[config.mk]
export PLATFORM = sky130hd
export DESIGN_NAME = camera_capture_ctrl_flat
export DESIGN_NICKNAME = d
export VERILOG_FILES = /design/src/rtl/cam_pkg.sv /design/src/rtl/camera_capture_ctrl_if.sv /design/src/rtl/cam_byte_pair.sv /design/src/rtl/camera_capture_ctrl.sv /design/src/flat_wrapper.sv
export SDC_FILE = /design/constraint.sdc
export NUM_CORES = 1
export LEC_CHECK = 0
export CAP_MARGIN = 0
export CELL_PAD_IN_SITES_DETAIL_PLACEMENT = 2
export CELL_PAD_IN_SITES_GLOBAL_PLACEMENT = 2
export CORE_MARGIN = 3
export CORE_UTILIZATION = 30
export DETAILED_ROUTE_END_ITERATION = 6
export PLACE_DENSITY = 0.79
export SYNTH_ARGS = -nofsm -noshare
export SYNTH_HDL_FRONTEND = slang
export SYNTH_SLANG_ARGS = --single-unit
[constraint.sdc]
create_clock -name pclk -period 2.17 [get_ports pclk]
set_input_delay 0.434 -clock pclk [delete_from_list [all_inputs] [get_ports pclk]]
set_output_delay 0.434 -clock pclk [all_outputs]
set_load 0.05 [all_outputs]
[src/rtl/cam_pkg.sv]
// Shared types and defaults for the camera capture path: FSM states, frame geometry, RGB565 pixel.
package cam_pkg;

    localparam int unsigned CAM_WIDTH  = 160;
    localparam int unsigned CAM_HEIGHT = 120;
    localparam int unsigned CAM_ADDR_W = 15;

    typedef enum logic [1:0] {
        ST_IDLE,
        ST_ARM,
        ST_CAPTURE,
        ST_DONE
    } cap_state_e;

    typedef struct packed {
        logic [4:0] r;
        logic [5:0] g;
        logic [4:0] b;
    } rgb565_t;

endpackage

[src/rtl/camera_capture_ctrl_if.sv]
// Camera byte stream, capture handshake and frame-buffer write port of camera_capture_ctrl.
interface camera_capture_ctrl_if
    import cam_pkg::*;
#(
    parameter int unsigned ADDR_W = CAM_ADDR_W
) ();

    logic              cam_vsync;
    logic              cam_href;
    logic [7:0]        cam_data;
    logic              cap_req;
    logic              cap_busy;
    logic              frame_done;
    logic              frame_err;
    logic              wr_en;
    logic [ADDR_W-1:0] wr_addr;
    rgb565_t           wr_data;

    modport master (
        input  cam_vsync, cam_href, cam_data, cap_req,
        output cap_busy, frame_done, frame_err, wr_en, wr_addr, wr_data
    );

    modport slave (
        output cam_vsync, cam_href, cam_data, cap_req,
        input  cap_busy, frame_done, frame_err, wr_en, wr_addr, wr_data
    );

endinterface

[src/rtl/cam_byte_pair.sv]
// Pairs consecutive camera bytes into one RGB565 pixel: phase toggle, high-byte latch, pixel-valid pulse.
module cam_byte_pair
    import cam_pkg::*;
(
    input  logic       clk,
    input  logic       rst_n,
    input  logic       clr,
    input  logic       byte_vld,
    input  logic [7:0] byte_in,
    output logic       phase_q,
    output logic       pix_vld_c,
    output rgb565_t    pix_c
);

    logic       phase_d;
    logic [7:0] hi_q;
    logic [7:0] hi_d;

    always_comb begin
        phase_d = phase_q;
        hi_d    = hi_q;
        if (clr) begin
            phase_d = 1'b0;
        end else if (byte_vld) begin
            phase_d = ~phase_q;
            if (!phase_q) begin
                hi_d = byte_in;
            end
        end
    end

    // Second byte completes the pixel in the same cycle it arrives.
    assign pix_vld_c = byte_vld & phase_q & ~clr;
    assign pix_c     = rgb565_t'({hi_q, byte_in});

    always_ff @(posedge clk or negedge rst_n) begin
        if (!rst_n) begin
            phase_q <= 1'b0;
            hi_q    <= 8'h00;
        end else begin
            phase_q <= phase_d;
            hi_q    <= hi_d;
        end
    end

endmodule

[src/rtl/camera_capture_ctrl.sv]
// Frame-capture sequencer: waits for a clean frame start, writes RGB565 pixels to a linear frame buffer.
// Optional 2:1 decimation in both axes under `define CAPTURE_DECIM_EN.
module camera_capture_ctrl
    import cam_pkg::*;
#(
    parameter int unsigned WIDTH  = CAM_WIDTH,
    parameter int unsigned HEIGHT = CAM_HEIGHT,
    parameter int unsigned ADDR_W = CAM_ADDR_W
) (
    input logic                   pclk,
    input logic                   rst_n,
    camera_capture_ctrl_if.master bus
);

    localparam int unsigned COL_W = $clog2(WIDTH + 1);
    localparam int unsigned ROW_W = $clog2(HEIGHT + 1);
`ifdef CAPTURE_DECIM_EN
    localparam int unsigned LINE_STEP = WIDTH / 2;
`else
    localparam int unsigned LINE_STEP = WIDTH;
`endif

    cap_state_e        state_q, state_d;
    logic [COL_W-1:0]  col_q, col_d;
    logic [ROW_W-1:0]  row_q, row_d;
    logic [ADDR_W-1:0] line_base_q, line_base_d;
    logic              err_q, err_d;
    logic              vsync_q, href_q;
    logic              cap_busy_q, cap_busy_d;
    logic              frame_done_q, frame_done_d;
    logic              frame_err_q, frame_err_d;
    logic              wr_en_q, wr_en_d;
    logic [ADDR_W-1:0] wr_addr_q, wr_addr_d;
    rgb565_t           wr_data_q, wr_data_d;

    logic              vs_rise_c, href_fall_c, byte_vld_c, clr_c;
    logic              phase_q, pix_vld_c;
    rgb565_t           pix_c;
    logic              wr_sel_c;
    logic [COL_W-1:0]  col_idx_c;
    logic [ADDR_W-1:0] line_inc_c;

    assign vs_rise_c   = bus.cam_vsync & ~vsync_q;
    assign href_fall_c = ~bus.cam_href & href_q;
    assign byte_vld_c  = bus.cam_href & (state_q == ST_CAPTURE);
    assign clr_c       = (state_q != ST_CAPTURE) | href_fall_c;

`ifdef CAPTURE_DECIM_EN
    // Keep even pixels of even rows; the base advances once per row pair.
    assign wr_sel_c   = ~row_q[0] & ~col_q[0];
    assign col_idx_c  = col_q >> 1;
    assign line_inc_c = row_q[0] ? ADDR_W'(LINE_STEP) : '0;
`else
    assign wr_sel_c   = 1'b1;
    assign col_idx_c  = col_q;
    assign line_inc_c = ADDR_W'(LINE_STEP);
`endif

    cam_byte_pair u_byte_pair (
        .clk       (pclk),
        .rst_n     (rst_n),
        .clr       (clr_c),
        .byte_vld  (byte_vld_c),
        .byte_in   (bus.cam_data),
        .phase_q   (phase_q),
        .pix_vld_c (pix_vld_c),
        .pix_c     (pix_c)
    );

    always_comb begin
        state_d     = state_q;
        col_d       = col_q;
        row_d       = row_q;
        line_base_d = line_base_q;
        err_d       = err_q;
        wr_en_d     = 1'b0;
        wr_addr_d   = wr_addr_q;
        wr_data_d   = wr_data_q;

        unique case (state_q)
            ST_IDLE: begin
                if (bus.cap_req) state_d = ST_ARM;
            end
            ST_ARM: begin
                if (vs_rise_c) begin
                    row_d       = '0;
                    col_d       = '0;
                    line_base_d = '0;
                    err_d       = 1'b0;
                    state_d     = ST_CAPTURE;
                end
            end
            ST_CAPTURE: begin
                if (pix_vld_c) begin
                    if (col_q < COL_W'(WIDTH)) begin
                        wr_en_d   = wr_sel_c;
                        if (wr_sel_c) begin
                            wr_data_d = pix_c;
                            wr_addr_d = line_base_q + ADDR_W'(col_idx_c);
                        end
                        col_d = col_q + COL_W'(1);
                    end else begin
                        err_d = 1'b1;
                    end
                end
                // Line end is resolved before a coincident vsync.
                if (href_fall_c) begin
                    if ((col_q != COL_W'(WIDTH)) || phase_q) err_d = 1'b1;
                    col_d       = '0;
                    row_d       = row_q + ROW_W'(1);
                    line_base_d = line_base_q + line_inc_c;
                    if (row_d == ROW_W'(HEIGHT)) state_d = ST_DONE;
                end
                if (vs_rise_c && (state_d != ST_DONE)) begin
                    err_d   = 1'b1;
                    state_d = ST_DONE;
                end
            end
            ST_DONE: begin
                state_d = ST_IDLE;
            end
            default: state_d = ST_IDLE;
        endcase

        cap_busy_d   = (state_d == ST_ARM) || (state_d == ST_CAPTURE);
        frame_done_d = (state_d == ST_DONE);
        frame_err_d  = (state_d == ST_DONE) & err_d;
    end

    always_ff @(posedge pclk or negedge rst_n) begin
        if (!rst_n) begin
            state_q      <= ST_IDLE;
            col_q        <= '0;
            row_q        <= '0;
            line_base_q  <= '0;
            err_q        <= 1'b0;
            vsync_q      <= 1'b0;
            href_q       <= 1'b0;
            cap_busy_q   <= 1'b0;
            frame_done_q <= 1'b0;
            frame_err_q  <= 1'b0;
            wr_en_q      <= 1'b0;
            wr_addr_q    <= '0;
            wr_data_q    <= '0;
        end else begin
            state_q      <= state_d;
            col_q        <= col_d;
            row_q        <= row_d;
            line_base_q  <= line_base_d;
            err_q        <= err_d;
            vsync_q      <= bus.cam_vsync;
            href_q       <= bus.cam_href;
            cap_busy_q   <= cap_busy_d;
            frame_done_q <= frame_done_d;
            frame_err_q  <= frame_err_d;
            wr_en_q      <= wr_en_d;
            wr_addr_q    <= wr_addr_d;
            wr_data_q    <= wr_data_d;
        end
    end

    assign bus.cap_busy   = cap_busy_q;
    assign bus.frame_done = frame_done_q;
    assign bus.frame_err  = frame_err_q;
    assign bus.wr_en      = wr_en_q;
    assign bus.wr_addr    = wr_addr_q;
    assign bus.wr_data    = wr_data_q;

endmodule

[src/flat_wrapper.sv]
// flat-port wrapper written by rule: the top's interface ports become plain ports
module camera_capture_ctrl_flat import cam_pkg::*;
#(
    parameter int unsigned WIDTH  = CAM_WIDTH,
    parameter int unsigned HEIGHT = CAM_HEIGHT,
    parameter int unsigned ADDR_W = CAM_ADDR_W
)
  (pclk, rst_n, bus_cam_vsync, bus_cam_href, bus_cam_data, bus_cap_req, bus_cap_busy, bus_frame_done, bus_frame_err, bus_wr_en, bus_wr_addr, bus_wr_data);
  camera_capture_ctrl_if #(.ADDR_W(ADDR_W)) bus_i ();
  input logic pclk;
  input logic rst_n;
  input wire logic [$bits(bus_i.cam_vsync)-1:0] bus_cam_vsync;
  input wire logic [$bits(bus_i.cam_href)-1:0] bus_cam_href;
  input wire logic [$bits(bus_i.cam_data)-1:0] bus_cam_data;
  input wire logic [$bits(bus_i.cap_req)-1:0] bus_cap_req;
  output wire logic [$bits(bus_i.cap_busy)-1:0] bus_cap_busy;
  output wire logic [$bits(bus_i.frame_done)-1:0] bus_frame_done;
  output wire logic [$bits(bus_i.frame_err)-1:0] bus_frame_err;
  output wire logic [$bits(bus_i.wr_en)-1:0] bus_wr_en;
  output wire logic [$bits(bus_i.wr_addr)-1:0] bus_wr_addr;
  output wire logic [$bits(bus_i.wr_data)-1:0] bus_wr_data;
  assign bus_i.cam_vsync = bus_cam_vsync;
  assign bus_i.cam_href = bus_cam_href;
  assign bus_i.cam_data = bus_cam_data;
  assign bus_i.cap_req = bus_cap_req;
  assign bus_cap_busy = bus_i.cap_busy;
  assign bus_frame_done = bus_i.frame_done;
  assign bus_frame_err = bus_i.frame_err;
  assign bus_wr_en = bus_i.wr_en;
  assign bus_wr_addr = bus_i.wr_addr;
  assign bus_wr_data = bus_i.wr_data;
  camera_capture_ctrl #(.WIDTH(WIDTH), .HEIGHT(HEIGHT), .ADDR_W(ADDR_W)) u_core (.pclk(pclk), .rst_n(rst_n), .bus(bus_i));
endmodule
==> results of run 1 <==
[layer usage]
| layer | part of all wire [%] | wire length (um) | vias to the layer above | GRT usage (%) |
|---|---|---|---|---|
| li1 | - | - | 1386 | - |
| met1 | 45 | 4550 | 1482 | 21.2 |
| met2 | 51 | 5130 | 47 | 28.3 |
| met3 | 3.1 | 310 | 7 | 4.02 |
| met4 | 0.71 | 72 | 0 | 2.69 |
| met5 | 0 | 0 | - | 0 |
[synth_stat cells (all sizes together), types with 2 or more instances]
library cell   n
nand2         88
dfrtp         74
o21ai         34
ha            12
inv           12
a21oi         11
nand3         11
clkbuf         8
mux2           8
xnor2          8
nand2b         7
nor2           7
or3            7
a22o           6
buf            6
nor3           6
or2            5
mux2i          4
o31ai          4
or4            4
a211oi         3
nor4           3
a21boi         2
a21o           2
and3           2
nor2b          2
nor4b          2
o211ai         2
o221ai         2
o311ai         2
[cell families after synthesis]
kind of cell	share of synthesized area, %
multiplexers	3.71
flip-flops	52.7
adder cells (fa/ha/maj)	4.27
buffers and inverters	2.99
XOR/XNOR	2.00
AND/OR/NAND/NOR	19.8
AO/OA/AOI/OAI	14.5
[worst max-delay path: cells and delay by family (launching register included)]
family	cells	cell delay, ps
simple gates	1	520
fa+ha+maj	1	420
flops	1	400
compound gates	2	310
buf+inv	2	280
[power by group]
| part | total, mW | internal, mW | switching, mW |
|---|---|---|---|
| registers | 1.87 | 1.67 | 0.200 |
| logic | 2.12 | 0.785 | 1.33 |
| clock network | 1.40 | 0.805 | 0.591 |
[cell type report]
| type | count | area, um^2 | area share, % |
|---|---|---|---|
| multi-input cells | 260 | 1560 | 34.0 |
| well taps | 140 | 175 | 3.83 |
| inverters | 12 | 45.0 | 0.985 |
| repair buffers | 70 | 666 | 14.6 |
| clock inverters | 6 | 42.5 | 0.930 |
| flip-flops and latches | 74 | 1850 | 40.5 |
| clock buffers | 10 | 239 | 5.22 |
[how the worst min path moves through the flow]
| stage | from | to | slack, ps | cells past startpoint |
|---|---|---|---|---|
| after global routing | rst_n | u_core.bus.wr_addr[13] | 70 | 1 |
| after CTS | rst_n | u_core.bus.wr_addr[13] | 70 | 1 |
| after floorplan | rst_n | u_core.bus.cap_busy | 140 | 0 |
| after detailed placement | rst_n | u_core.bus.wr_addr[13] | 420 | 1 |
| after global placement | rst_n | u_core.bus.wr_addr[13] | 420 | 1 |
| final | rst_n | u_core.bus.wr_addr[13] | 50 | 1 |
[state kept, by name, summed over array words and instances (netlist names)]
register / flops
u_core.bus.frame_done: 1
u_core.state_q: 2
u_core.bus.frame_err: 1
u_core.u_byte_pair.hi_q: 8
u_core.bus.cap_busy: 1
u_core.col_idx_c: 8
u_core.href_q: 1
u_core.bus.wr_addr: 15
u_core.u_byte_pair.phase_q: 1
u_core.row_q: 7
u_core.bus.wr_en: 1
u_core.err_q: 1
u_core.bus.wr_data: 16
u_core.vsync_q: 1
u_core.line_base_q: 10
[timing repair]
item                                    CTS  global route
endpoints found under the setup margin    0             2
buffers inserted                          0             0
gates resized for setup                   0             1
==> flow_summary.yaml, run 1 <==
outcome:
  status: "completed"
logic_synthesis:
  synthesis.nets: 385
  synthCells: 360
  synth-edff-count: 0
  synth_seq_cells: 74
  syn_area_per_cell_um2: 9.76
  synth_warnings: 0
  synthTopCellsByArea: "dfrtp_1 53%, nand2_1 9.4%, o21ai_0 4.6%, ha_1 4.3%, mux2_2 2.6%"
  ys_async_sr_fraction_pct: 100
  ys.flop_type: "dfrtp_1"
  synthDistinctLibCells: 49
  syn_area_mm2: 0.00351
  synth-seq-area-share_pct: 52.7
  synth_top_area_share_pct: 52.7
  yosysTopAreaCell: "dfrtp_1"
global_routing:
  grt.overflow.total: 0
  grt_pass1_wl_mm: 17.2
  grt_pass1_vias: 3320
  antenna_found_initial: 0
  track_usage_pct: 16.4
  grt_max_degree: 44
critical_path:
  crit_path_start: "u_core.state_q[0]"
  rr_worst_depth: 6
  r2r_end: "u_core.line_base_q[14]"
  cp_cell_sequence: "inv_1, ha_1, o221ai_2, buf_12, or4_1, a21oi_1"
  slowest_stage: "or4_1"
  worst-path-max-fanout: 20
  crit_type: "reg -> reg"
  r2r-start: "u_core.state_q[0]"
  crit_path_end: "u_core.line_base_q[14]"
  worstPathArrival_ps: 2270
  required_ps: 2430
  r2r_slack_ps: 160
  endpoint_kind: "flip-flop"
  start_kind: "flip-flop"
  slowest_delay_ps: 520
sta:
  tightest_slew_ps: 511
  whs_ps: 54.2
  max-slew-margin-rel_pct: 65.8
  setup_viol: 0
  max_freq_mhz: 497
  hold_viol_final: 0
  rsz0062_at_grt: "no"
  fin_worst_skew_ps: 4.94
  finalCriticalPeriod_ps: 2010
  tns_ps: 0
  period_share_pct: 92.8
  setup_slack_ps: 156
  finalMaxSlewViolations: 0
finish:
  antenna_cells: 0
  syn_to_final_growth_pct: 30.2
  final_common_cell: "nand2_1"
  nets: 452
  fill_cells: 1220
  final_cell_area_mm2: 0.00457
  drive_above_1_share_pct: 12.7
  final_cell_mix: "88 x nand2_1, 74 x dfrtp_1, 46 x clkdlybuf4s50_1"
  final_util_pct: 41.1
  fin_cells: 572
min_path:
  hold_class: "in -> async"
cts:
  cts_tree: "yes"
  cts_made_buffers: 9
  cts_root_buf: "clkbuf_16"
  cts.reportedPaths.clkPinSlew_ps: 60
  htree_levels: 3
  clk_path_buf_depth: 2
  insertion_delay_ps: 330
  hold_buffers: 0
  clock_sinks: 74
placement:
  dp_slack_ps: -101
  io_buffer_count: 47
  place_inst: 556
  gp_congestion: 0.788
  dp_hpwl_mm: 7.29
  postPlaceCellArea_mm2: 0.00429
detailed_routing:
  drt-wirelength-per-cell_um: 17.6
  dr.pass1.iters: 4
  wl_mm: 10.1
  ant_nets: 0
  drc: 0
  vias_per_cell: 5.11
  dr.first_iter.drc_count: 100
  vias: 2922
floorplanning:
  start_util_pct: 31.6
  rows: 38
  pin_count: 48
  die_w_um: 114
  die_area_mm2: 0.0130
  core_area_mm2: 0.0111
  die_y_um: 114
flow_run:
  cap_viol_max_count: 0
power_and_ir_drop:
  p_leak_nw: 2.02
  ir_worst_vdd_mv: 0.608
  p_per_area_mw_per_mm2: 1180
  power_mw: 5.39
(Power assumes the default switching activity.)
==> inputs of run 2 (changes only) <==
--- a/config.mk
+++ b/config.mk
@@ -9,9 +9,9 @@
 export CELL_PAD_IN_SITES_DETAIL_PLACEMENT = 2
 export CELL_PAD_IN_SITES_GLOBAL_PLACEMENT = 2
 export CORE_MARGIN = 3
-export CORE_UTILIZATION = 30
+export CORE_UTILIZATION = 34
 export DETAILED_ROUTE_END_ITERATION = 6
-export PLACE_DENSITY = 0.79
+export PLACE_DENSITY = 0.86
 export SYNTH_ARGS = -nofsm -noshare
 export SYNTH_HDL_FRONTEND = slang
 export SYNTH_SLANG_ARGS = --single-unit
==> run 2 against run 1 <==
- clock skew rose by 2.9 ps
- sequential power about the same
- register-to-register slack lost 20 ps
- hold slack better by 46 ps
- sequential cell count is the same
- fmax decreased by 0.94%
- combinational power up 2%
- power is 3.3% lower
- critical endpoint unchanged
==> flow_summary.yaml, run 2 (same netlist as run 1, synthesis figures left out) <==
outcome:
  status: "completed"
placement:
  gp_congestion: 0.802
  dp_hpwl_mm: 7.25
  io_buffer_count: 47
  place_inst: 546
critical_path:
  worst-path-max-fanout: 16
  crit_path_start: "u_core.state_q[1]"
  rr_worst_depth: 6
  endpoint_kind: "flip-flop"
  r2r_end: "u_core.line_base_q[14]"
  r2r-start: "u_core.state_q[1]"
  start_kind: "flip-flop"
  required_ps: 2450
  crit_type: "reg -> reg"
  crit_path_end: "u_core.line_base_q[14]"
  worstPathArrival_ps: 2310
  r2r_slack_ps: 140
detailed_routing:
  wl_mm: 11.0
  drt-wirelength-per-cell_um: 19.6
  vias: 2972
  dr.pass1.iters: 4
  vias_per_cell: 5.29
  ant_nets: 0
  drc: 0
  dr.first_iter.drc_count: 108
sta:
  finalCriticalPeriod_ps: 2030
  rsz0062_at_grt: "no"
  period_share_pct: 93.7
  max_freq_mhz: 492
  setup_viol: 0
  fin_worst_skew_ps: 7.82
  tightest_slew_ps: 522
  finalMaxSlewViolations: 0
  whs_ps: 100
  max-slew-margin-rel_pct: 65.1
  hold_viol_final: 0
finish:
  largest_register_ffs: 16
  final_cell_mix: "88 x nand2_1, 74 x dfrtp_1, 46 x clkdlybuf4s50_1"
  final_util_pct: 45.2
  fin_cells: 562
  final_common_cell: "nand2_1"
  drive_above_1_share_pct: 12.8
  syn_to_final_growth_pct: 27.4
  antenna_cells: 0
  nets: 449
power_and_ir_drop:
  p_seq_share_pct: 36.1
  power_switching_mw: 2.18
  comb_power_share_pct: 41.7
  p_leak_nw: 1.97
  ir_worst_vdd_mv: 0.496
  power_switching_share_pct: 41.9
  p_per_area_mw_per_mm2: 1160
  p_int_mw: 3.03
  clkPwrFrac_pct: 22.2
global_routing:
  grt.overflow.total: 0
  grt_pass1_wl_mm: 18.0
  antenna_found_initial: 0
  track_usage_pct: 20.1
  grt_max_degree: 75
  grt_pass1_vias: 3349
min_path:
  hold_class: "in -> async"
floorplanning:
  die_w_um: 108
  start_util_pct: 35.4
  rows: 36
  pin_count: 48
  core_area_mm2: 0.00991
  die_y_um: 108
  die_area_mm2: 0.0116
cts:
  clock_sinks: 74
  insertion_delay_ps: 360
  htree_levels: 3
  clk_path_buf_depth: 2
  cts_root_buf: "clkbuf_8"
  postCtsSetupBuffers: 0
  cts_made_buffers: 9
  cts.reportedPaths.clkPinSlew_ps: 80
  cts_tree: "yes"
flow_run:
  cap_viol_max_count: 0
==> run 2: changes by cell type in the layout (fill, tap and decap cells not counted) <==
cell        change
clkbuf_16       -9
ha_2            +2
inv_2           +1
clkinvlp_4      -1
bufinv_16       +1
buf_2           +1
inv_1           -1
clkbuf_8        +9
inv_6           +2
clkinv_2        -2
buf_4           -4
ha_1            -2
==> run 2: through the flow <==
stage | instance area, um^2 | TNS (ps) | worst slack [ps] | total power, mW
after floorplan | 3510 | 0 | 343 | 3.13
after detailed placement | 4260 | -514 | -93.3 | 4.02
after CTS | 4470 | 0 | 43.4 | 5.25
after global placement | 4260 | 0 | 4.11 | 3.91
final | 4470 | 0 | 137 | 5.21
after global routing | 4470 | 0 | 28.0 | 5.50
==> run 2: repair_timing <==
item / in CTS / in global routing
setup endpoints to repair: 0 / 9
gates resized for setup: 0 / 4
hold buffers: 0 / 0
==> run 2: worst min-delay path by stage <==
stage | startpoint | slack (ps) | end | cells past startpoint
3_3_place_gp | u_core.u_byte_pair.hi_q[1] | 440 | u_core.bus.wr_data[9] | 2
4_1_cts | rst_n | 110 | u_core.bus.wr_data[5] | 2
3_5_place_dp | u_core.u_byte_pair.hi_q[4] | 460 | u_core.bus.wr_data[12] | 2
5_1_grt | rst_n | 110 | u_core.bus.wr_data[5] | 2
2_1_floorplan | rst_n | 140 | u_core.bus.cap_busy | 0
6_report | rst_n | 100 | u_core.bus.wr_data[5] | 2
==> run 2: final cells by class <==
type / instances / area [um^2]
fillers: 1071 / 5440
flip-flops and latches: 74 / 1850
multi-input cells: 260 / 1560
repair buffers: 67 / 641
well taps: 133 / 166
clock buffers: 10 / 138
clock inverters: 6 / 72.6
inverters: 12 / 45.0
==> run 2: worst max-delay path, cell delays in order, from the launching register on <==
cell and delay [ps]:
dfrtp_1 420, inv_1 110, ha_2 420, o221ai_2 130
buf_12 170, or4_1 520, a21oi_1 180
==> run 2: power groups by stage <==
stage / Combinational, mW / Sequential, mW / Clock, mW
5_1_grt: 2.34 / 1.92 / 1.24
2_1_floorplan: 0.736 / 2.40 / 0
4_1_cts: 2.18 / 1.88 / 1.19
3_5_place_dp: 2.12 / 1.89 / 0
3_3_place_gp: 2.04 / 1.87 / 0
6_report: 2.17 / 1.88 / 1.16
==> run 2: per-layer routing <==
layer  vias up  wire length, um  GRT usage, %
li1       1387                -             -
met1      1515             4660          24.3
met2        51             5820          35.7
met3        19              333          3.18
met4         0              228          7.48
met5         -                0             0
==> inputs of run 3 (changes only) <==
--- a/config.mk
+++ b/config.mk
@@ -6,12 +6,12 @@
 export NUM_CORES = 1
 export LEC_CHECK = 0
 export CAP_MARGIN = 0
-export CELL_PAD_IN_SITES_DETAIL_PLACEMENT = 2
-export CELL_PAD_IN_SITES_GLOBAL_PLACEMENT = 2
+export CELL_PAD_IN_SITES_DETAIL_PLACEMENT = 1
+export CELL_PAD_IN_SITES_GLOBAL_PLACEMENT = 1
 export CORE_MARGIN = 3
-export CORE_UTILIZATION = 34
+export CORE_UTILIZATION = 42
 export DETAILED_ROUTE_END_ITERATION = 6
-export PLACE_DENSITY = 0.86
+export PLACE_DENSITY = 0.87
 export SYNTH_ARGS = -nofsm -noshare
 export SYNTH_HDL_FRONTEND = slang
 export SYNTH_SLANG_ARGS = --single-unit
==> run 3 against run 2 <==
- sequential cell count unchanged
- largest power group unchanged
- wire length down 18%
- hold slack worse by 24 ps
- largest cell class unchanged
- clock power down 15%
- first-iteration DRC count up 17%
- non-clock buffer count up 1
- worst setup slack worse by 9.7 ps
- sequential share of layout area up 0.59 points
- highest routed layer unchanged
==> flow_summary.yaml, run 3 (same netlist as run 1, synthesis figures left out) <==
critical_path:
  cp_cell_sequence: "inv_1, ha_1, o221ai_2, buf_12, or4_1, a21oi_1"
  endpoint_kind: "flip-flop"
  crit_family: "simple AND/OR/NAND/NOR gates"
  worstPathArrival_ps: 2320
  slowest_stage: "or4_1"
  critPathBufInv: 2
  start_kind: "flip-flop"
  crit_type: "reg -> reg"
  required_ps: 2450
  slowest_delay_ps: 500
  worst-path-max-fanout: 26
global_routing:
  grt_use_met3_pct: 4.31
  antenna_found_initial: 0
  grt_busiest_layer: "met2"
  use_met1_pct: 24.7
  track_usage_pct: 20.1
  grtUsageMet2_pct: 33.9
  grt.overflow.total: 0
  grt_pass1_vias: 3136
  grt_max_degree: 75
  grt_pass1_wl_mm: 15.4
cts:
  hold_buffers: 0
  cts_tree: "yes"
  cts_made_buffers: 9
  clk_path_buf_depth: 2
  cts_root_buf: "clkbuf_8"
  cts.reportedPaths.clkPinSlew_ps: 80
  insertion_delay_ps: 360
  postCtsSetupBuffers: 0
  clock_sinks: 74
  cts-resized-gates: 0
  htree_levels: 3
sta:
  finalCriticalPeriod_ps: 2040
  hold_viol_final: 0
  setup_viol: 0
  tns_ps: 0
  finalMaxSlewViolations: 0
  max-slew-margin-rel_pct: 64.3
  max_freq_mhz: 490
  tightest_slew_ps: 534
  fin_worst_skew_ps: 6.94
  period_share_pct: 94.1
  whs_ps: 76.4
outcome:
  status: "completed"
flow_run:
  cap_viol_max_count: 0
finish:
  final_common_cell: "nand2_1"
  fill_cells: 902
  final_cell_area_mm2: 0.00441
  largest_register_ffs: 16
  antenna_cells: 0
  drive_above_1_share_pct: 12.8
  nets: 450
  final_cell_mix: "88 x nand2_1, 74 x dfrtp_1, 46 x clkdlybuf4s50_1"
  syn_to_final_growth_pct: 25.6
  fin_cells: 532
min_path:
  hold_class: "in -> async"
power_and_ir_drop:
  p_leak_nw: 1.96
  p_per_area_mw_per_mm2: 1120
  power_mw: 4.96
  ir_worst_vdd_mv: 0.503
placement:
  postPlaceCellArea_mm2: 0.00423
  place_inst: 516
  dp_hpwl_mm: 6.44
  gp_congestion: 0.844
  io_buffer_count: 47
detailed_routing:
  drt-wirelength-per-cell_um: 17.0
  vias_per_cell: 5.49
  drc: 0
  dr.pass1.iters: 4
  wl_mm: 9.03
  dr.first_iter.drc_count: 126
  vias: 2923
  ant_nets: 0
floorplanning:
  die_w_um: 97.4
  core_area_mm2: 0.00793
  die_y_um: 97.4
  start_util_pct: 44.3
  rows: 32
  die_area_mm2: 0.00950
  pin_count: 48
-- run 3: worst paths after layout --
check | from | to | slack (ps) | depth (start not counted)
worst max-delay path | u_core.state_q[0] | u_core.line_base_q[12] | 130 | 6
min in group pclk | u_core.u_byte_pair.hi_q[2] | u_core.bus.wr_data[10] | 470 | 2
worst max register to register | u_core.state_q[0] | u_core.line_base_q[12] | 130 | 6
max in group asynchronous | rst_n | u_core.bus.wr_data[8] | 1770 | 2
worst min register to register | u_core.u_byte_pair.hi_q[2] | u_core.bus.wr_data[10] | 470 | 2
worst min-delay path | rst_n | u_core.bus.wr_data[14] | 80 | 2
-- run 3: area by class of cell --
| cell class | instances | area [um^2] | share of cell area (%) |
|---|---|---|---|
| well taps | 102 | 128 | 2.89 |
| multi-input cells | 260 | 1560 | 35.4 |
| clock buffers | 10 | 138 | 3.12 |
| clock inverters | 6 | 41.3 | 0.936 |
| inverters | 12 | 45.0 | 1.02 |
| flip-flops and latches | 74 | 1850 | 42.0 |
| repair buffers | 68 | 648 | 14.7 |
-- run 3: metal layers --
| metal | routed length, um | vias up |
|---|---|---|
| met3 | 336 | 19 |
| li1 | - | 1386 |
| met1 | 3950 | 1458 |
| met5 | 0 | - |
| met2 | 4530 | 60 |
| met4 | 221 | 0 |
-- run 3: where the power goes --
group	internal, mW	switching (mW)
Combinational	0.784	1.32
Sequential	1.67	0.202
Clock	0.445	0.543
-- run 3: per-stage QoR --
stage | util, % | setup slack, ps
2_1_floorplan | - | 343
3_3_place_gp | 53.3 | -43.1
3_5_place_dp | 53.3 | -75.7
4_1_cts | 55.6 | 76.2
5_1_grt | 55.7 | -1.05
6_report | 55.7 | 127
